`config.mk`:
```
export PLATFORM = sky130hd
export DESIGN_NAME = control_distributor_flat
export DESIGN_NICKNAME = d
export VERILOG_FILES = /design/src/rtl/control_distributor_if.sv /design/src/rtl/control_distributor.sv /design/src/flat_wrapper.sv
export SDC_FILE = /design/constraint.sdc
export NUM_CORES = 1
export LEC_CHECK = 0
export CORE_MARGIN = 5
export CORE_UTILIZATION = 47
export CTS_CLUSTER_SIZE = 10
export DETAILED_ROUTE_END_ITERATION = 8
export PLACE_DENSITY = 0.8
export RECOVER_POWER = 50
export SETUP_SLACK_MARGIN = 0.2
export SYNTH_ARGS = -nofsm -noshare
export SYNTH_HDL_FRONTEND = slang
export SYNTH_SLANG_ARGS = --single-unit
```
`constraint.sdc`:
```
create_clock -name clk -period 2.9 [get_ports clk]
set_input_delay 0.58 -clock clk [delete_from_list [all_inputs] [get_ports clk]]
set_output_delay 0.58 -clock clk [all_outputs]
set_load 0.1 [all_outputs]
```
`src/rtl/control_distributor_if.sv`:
```
// ============================================================================
// control_distributor_if : input-FIFO, consumer-FIFO and status bundle
// Revision 1.0
// ============================================================================
`default_nettype none

interface control_distributor_if #(
    parameter int PORTS      = 32,
    parameter int DATA_WIDTH = 32,
    parameter int IDX_WIDTH  = 5,
    parameter int CNT_WIDTH  = 16
);
    logic                              start;
    logic                              fifo_in_empty;
    logic [IDX_WIDTH+DATA_WIDTH:0]     fifo_in_data;
    logic [PORTS-1:0]                  consumer_full;
    logic                              rd_fifo_in;
    logic [PORTS-1:0]                  wr_data_en;
    logic [DATA_WIDTH-1:0]             data_out;
    logic                              drop;
    logic [CNT_WIDTH-1:0]              dispatch_count;

    modport master (
        input  start,
        input  fifo_in_empty,
        input  fifo_in_data,
        input  consumer_full,
        output rd_fifo_in,
        output wr_data_en,
        output data_out,
        output drop,
        output dispatch_count
    );

    modport slave (
        output start,
        output fifo_in_empty,
        output fifo_in_data,
        output consumer_full,
        input  rd_fifo_in,
        input  wr_data_en,
        input  data_out,
        input  drop,
        input  dispatch_count
    );
endinterface

`default_nettype wire

```
`src/rtl/control_distributor.sv`:
```
// ============================================================================
// control_distributor : drains the shared input FIFO into per-node FIFOs
// Revision 1.0
// ============================================================================
`default_nettype none

module control_distributor #(
    parameter int PORTS      = 32,
    parameter int DATA_WIDTH = 32,
    parameter int IDX_WIDTH  = 5,
    parameter int CNT_WIDTH  = 16
) (
    input  wire logic                 clk,
    input  wire logic                 rst,
    control_distributor_if.master     bus
);

    localparam logic [1:0] S_IDLE  = 2'd0;
    localparam logic [1:0] S_RD    = 2'd1;
    localparam logic [1:0] S_LATCH = 2'd2;
    localparam logic [1:0] S_CHECK = 2'd3;

    localparam logic [IDX_WIDTH:0] DEST_LIMIT = (IDX_WIDTH+1)'(PORTS);

    logic [1:0]            state_q,   state_d;
    logic                  bcast_q,   bcast_d;
    logic [IDX_WIDTH-1:0]  dest_q,    dest_d;
    logic [DATA_WIDTH-1:0] payload_q, payload_d;
    logic                  rd_q,      rd_d;
    logic [PORTS-1:0]      wr_q,      wr_d;
    logic [DATA_WIDTH-1:0] data_q,    data_d;
    logic                  drop_q,    drop_d;
    logic [CNT_WIDTH-1:0]  cnt_q,     cnt_d;

    logic [PORTS-1:0]      dest_mask;
    logic                  dest_oob;
    logic                  can_write;
    logic                  word_done;

    // An out-of-range dest shifts the mask to zero, but dest_oob is checked first.
    assign dest_mask = PORTS'(1) << dest_q;
    assign dest_oob  = ({1'b0, dest_q} >= DEST_LIMIT);
    assign can_write = bcast_q ? (bus.consumer_full == '0)
                               : (!dest_oob && ((bus.consumer_full & dest_mask) == '0));
    assign word_done = can_write || (!bcast_q && dest_oob);

    always_ff @(posedge clk or negedge rst) begin
        if (!rst) begin
            state_q   <= S_IDLE;
            bcast_q   <= 1'b0;
            dest_q    <= '0;
            payload_q <= '0;
            rd_q      <= 1'b0;
            wr_q      <= '0;
            data_q    <= '0;
            drop_q    <= 1'b0;
            cnt_q     <= '0;
        end else begin
            state_q   <= state_d;
            bcast_q   <= bcast_d;
            dest_q    <= dest_d;
            payload_q <= payload_d;
            rd_q      <= rd_d;
            wr_q      <= wr_d;
            data_q    <= data_d;
            drop_q    <= drop_d;
            cnt_q     <= cnt_d;
        end
    end

    // With start low everything below holds, including the latched word.
    always_comb begin
        state_d   = state_q;
        bcast_d   = bcast_q;
        dest_d    = dest_q;
        payload_d = payload_q;
        if (bus.start) begin
            case (state_q)
                S_IDLE:  if (!bus.fifo_in_empty) state_d = S_RD;
                S_RD:    state_d = S_LATCH;
                S_LATCH: begin
                    bcast_d   = bus.fifo_in_data[IDX_WIDTH+DATA_WIDTH];
                    dest_d    = bus.fifo_in_data[IDX_WIDTH+DATA_WIDTH-1:DATA_WIDTH];
                    payload_d = bus.fifo_in_data[DATA_WIDTH-1:0];
                    state_d   = S_CHECK;
                end
                S_CHECK: if (word_done) state_d = S_IDLE;
                default: state_d = S_IDLE;
            endcase
        end
    end

    always_comb begin
        rd_d   = 1'b0;
        wr_d   = '0;
        drop_d = 1'b0;
        data_d = data_q;
        cnt_d  = cnt_q;
        if (bus.start) begin
            case (state_q)
                S_IDLE:  rd_d = !bus.fifo_in_empty;
                S_CHECK: begin
                    if (can_write) begin
                        wr_d   = bcast_q ? '1 : dest_mask;
                        data_d = payload_q;
                        cnt_d  = cnt_q + CNT_WIDTH'(1);
                    end else if (!bcast_q && dest_oob) begin
                        drop_d = 1'b1;
                    end
                end
                default: ;
            endcase
        end
    end

    assign bus.rd_fifo_in     = rd_q;
    assign bus.wr_data_en     = wr_q;
    assign bus.data_out       = data_q;
    assign bus.drop           = drop_q;
    assign bus.dispatch_count = cnt_q;

endmodule

`default_nettype wire
```
`src/flat_wrapper.sv`:
```
// flat-port wrapper written by rule: the top's interface ports become plain ports
module control_distributor_flat 
#(
    parameter int PORTS      = 32,
    parameter int DATA_WIDTH = 32,
    parameter int IDX_WIDTH  = 5,
    parameter int CNT_WIDTH  = 16
)
  (clk, rst, bus_start, bus_fifo_in_empty, bus_fifo_in_data, bus_consumer_full, bus_rd_fifo_in, bus_wr_data_en, bus_data_out, bus_drop, bus_dispatch_count);
  control_distributor_if #(.PORTS(PORTS), .DATA_WIDTH(DATA_WIDTH), .IDX_WIDTH(IDX_WIDTH), .CNT_WIDTH(CNT_WIDTH)) bus_i ();
  input  wire logic clk;
  input  wire logic rst;
  input wire logic [$bits(bus_i.start)-1:0] bus_start;
  input wire logic [$bits(bus_i.fifo_in_empty)-1:0] bus_fifo_in_empty;
  input wire logic [$bits(bus_i.fifo_in_data)-1:0] bus_fifo_in_data;
  input wire logic [$bits(bus_i.consumer_full)-1:0] bus_consumer_full;
  output wire logic [$bits(bus_i.rd_fifo_in)-1:0] bus_rd_fifo_in;
  output wire logic [$bits(bus_i.wr_data_en)-1:0] bus_wr_data_en;
  output wire logic [$bits(bus_i.data_out)-1:0] bus_data_out;
  output wire logic [$bits(bus_i.drop)-1:0] bus_drop;
  output wire logic [$bits(bus_i.dispatch_count)-1:0] bus_dispatch_count;
  assign bus_i.start = bus_start;
  assign bus_i.fifo_in_empty = bus_fifo_in_empty;
  assign bus_i.fifo_in_data = bus_fifo_in_data;
  assign bus_i.consumer_full = bus_consumer_full;
  assign bus_rd_fifo_in = bus_i.rd_fifo_in;
  assign bus_wr_data_en = bus_i.wr_data_en;
  assign bus_data_out = bus_i.data_out;
  assign bus_drop = bus_i.drop;
  assign bus_dispatch_count = bus_i.dispatch_count;
  control_distributor #(.PORTS(PORTS), .DATA_WIDTH(DATA_WIDTH), .IDX_WIDTH(IDX_WIDTH), .CNT_WIDTH(CNT_WIDTH)) u_core (.clk(clk), .rst(rst), .bus(bus_i));
endmodule
```
==> flow_metrics.py <==
metrics = {
    "setup_path": {
        "critPathKind": "reg2reg",
        "worst-endpoint-required_ns": 3.19,
        "path_cells": "nor2_1, nor4b_1, a311o_1, nor4_4, a31oi_4, nor2_4, buf_12, buf_12, buf_12, mux2_4",
        "critPathSlowestCell": "dfrtp_2",
        "critPathMostFrequentCell": "buf_12",
        "worstSetupStartpointType": "register",
        "reg2regPathDepth": 10,
        "endpoint_kind": "register",
        "cp.arrival_ns": 2.99,
        "crit_cells": 10,
        "slowest_delay_ns": 0.49,
        "worstPathMaxFanout": 12,
        "crit_start": "u_core.dest_q[4]",
        "rr_startpoint": "u_core.dest_q[4]",
        "critical_path.top_delay_family": "simple AND/OR/NAND/NOR gates",
        "path_buf_inv": 3,
    },
    "placed_design": {
        "finalWeightedCongestion": 0.952,
        "pre_cts_slack_ns": -0.309,
        "portBuffers": 154,
        "dp_hpwl_um": 9690,
        "place_inst": 713,
        "dpl_cell_area_um2": 6860,
    },
    "global_routing": {
        "grt_pass1_vias": 4219,
        "grt_usage_pct": 20.9,
        "grt_pass1_wl_um": 21500,
        "antenna_found_initial": 0,
        "gr-total-overflow": 0,
        "grt_max_degree": 51,
    },
    "sta": {
        "hold_viol": 0,
        "period_needed_ns": 2.70,
        "rsz0062_at_grt": "yes",
        "finalCritPeriodShare_pct": 93.0,
        "worst_clock_skew_ns": 0.0118,
        "setup_viol": 0,
        "fin_ws_ns": 0.203,
        "timing.fmax_mhz": 371,
        "whs_ns": 0.423,
        "tightest_slew_ns": 1.26,
        "maxSlewViolCount": 0,
        "relSlewSlack_pct": 16.0,
        "final.setup.tns_ns": 0,
    },
    "yosys": {
        "yosys.area.top_type": "dfrtp_1",
        "synth_cells": 428,
        "synth_area_um2": 5310,
        "synth_ff_type": "dfrtp_1",
        "async_reset_ff_share_pct": 100,
        "synth_edf_count": 0,
        "yosys_warnings": 0,
        "synth_nets": 507,
        "synthDistinctLibCells": 48,
        "synthTopCellsByArea": "dfrtp_1 57%, mux2_2 15%, nor2_1 3.0%",
        "synth_top_area_share_pct": 57.0,
        "syn_avg_cell_area_um2": 12.4,
        "synth-seq-cells": 121,
        "yosysSeqAreaShare_pct": 57.0,
    },
    "die": {
        "dieHeight_um": 116,
        "die_w_um": 116,
        "initial_utilization_pct": 48.4,
        "rows": 38,
        "core_um2": 11000,
        "boundaryPins": 156,
        "die_area_um2": 13500,
    },
    "power": {
        "power_mw": 9.90,
        "combPwrFrac_pct": 52.5,
        "pwr-share-seq_pct": 27.3,
        "powerDensity_nw_per_um2": 1280,
        "switching_share_pct": 47.6,
        "power.switching_mw": 4.72,
        "clkPwrFrac_pct": 20.2,
        "leakage_nw": 3.65,
        "p_int_mw": 5.19,
        "peakVddDrop_mv": 1.12,
    },
    "layout": {
        "drive_gt1_share_pct": 40.0,
        "area_growth_pct": 45.8,
        "regArea_um2": 3030,
        "utilization_pct": 70.6,
        "fillers": 791,
        "final_cell_mix": "117 x dfrtp_1, 96 x buf_4, 65 x clkdlybuf4s50_1, 62 x mux2_2, 36 x nor2_1",
        "multi_input_area_um2": 2210,
        "nNetsFinal": 683,
        "n_antenna_cell": 0,
        "fin_cells": 757,
        "final_area_um2": 7750,
        "layout_commonest_cell": "dfrtp_1",
    },
    "drt": {
        "vias": 4089,
        "routed_wl_um": 14000,
        "drt_iter0_markers": 242,
        "wire_per_inst_um": 18.5,
        "drtAntennaViolNets": 0,
        "viasPerCell": 5.40,
        "drc": 0,
        "firstDrtPassIters": 4,
    },
    "cts": {
        "clkTransAtPathRegs_ns": 0.06,
        "cts_tree": "yes",
        "postCtsHoldBufs": 0,
        "clock-sinks": 121,
        "clock_path_buffers": 2,
        "root_buffer": "clkbuf_16",
        "insertion_delay_ns": 0.41,
        "cts_buffers": 17,
        "h-tree-depth": 4,
    },
    "run_status": {
        "outcome": "finished, final reports clean",
    },
    "hold_path": {
        "hp-class": "in2async",
    },
    "flow_run": {
        "maxCapViolations": 0,
    },
}
[routing by layer]
metal	wire length (µm)	vias up	global-route usage [%]
met5	0	-	0
met4	336	0	8.20
met3	971	29	6.17
met2	7240	164	34.4
met1	5420	2038	26.0
li1	-	1858	-
[worst paths after layout]
check / to / slack [ns]
worst min-delay path: u_core.bus.wr_data_en[24] / 0.42
worst min register to register: u_core.bus.dispatch_count[15] / 0.47
max in group asynchronous: u_core.payload_q[22] / 0.71
worst max register to register: u_core.bus.data_out[27] / 0.20
min in group clk: u_core.bus.dispatch_count[15] / 0.47
worst max-delay path: u_core.bus.data_out[27] / 0.20
[synthesized netlist by cell type, types with 7 or more instances]
master	n
buf_6	8
clkbuf_1	11
nand2_1	15
xor2_1	13
inv_1	9
a31oi_1	9
buf_2	8
dfrtp_1	121
mux2_2	73
a21oi_1	26
nor2_1	42
nand3_1	7
nor4_1	10
[layout make-up]
class | instances | share of cell area (%)
clock buffer | 19 | 5.85
clock inverter | 13 | 1.55
sequential | 121 | 39.1
multi-input combinational | 268 | 28.6
inverter | 9 | 0.436
tap | 140 | 2.26
timing repair buffer | 187 | 22.2
[registers in the layout, summed over array words and instances, names as in the netlist]
| name | cells |
|---|---|
| u_core.bus.wr_data_en | 32 |
| u_core.bus.data_out | 32 |
| u_core.bcast_q | 1 |
| u_core.bus.rd_fifo_in | 1 |
| u_core.payload_q | 32 |
| u_core.dest_q | 5 |
| u_core.state_q | 2 |
| u_core.bus.dispatch_count | 16 |
[cells by family after synthesis]
group                    after synthesis  synth area share (%)
AO/OA/AOI/OAI                         53                  6.40
XOR/XNOR                              15                  2.47
adder cells (fa/ha/maj)                5                  1.18
buffers and inverters                 39                  4.21
flip-flops                           121                  57.0
multiplexers                          80                  16.9
other                                  1                0.0706
AND/OR/NAND/NOR                      114                  11.8
[power groups by stage]
| stage | clock, mW | combinational (mW) | sequential (mW) |
|---|---|---|---|
| 2_1_floorplan | 0 | 1.73 | 4.64 |
| 3_3_place_gp | 0 | 4.73 | 2.67 |
| 3_5_place_dp | 0 | 4.82 | 2.70 |
| 4_1_cts | 2.03 | 5.00 | 2.68 |
| 5_1_grt | 2.12 | 5.46 | 2.78 |
| 6_report | 2.00 | 5.20 | 2.71 |
[timing repair]
item / 4_1_cts / 5_1_grt
setup buffers: 6 / 3
setup endpoints to repair: 43 / 79
resized for setup: 14 / 38
hold endpoints to repair: 0 / 0
cloned: 2 / 1
pin swaps: 6 / 12
(Power assumes the default switching activity.)
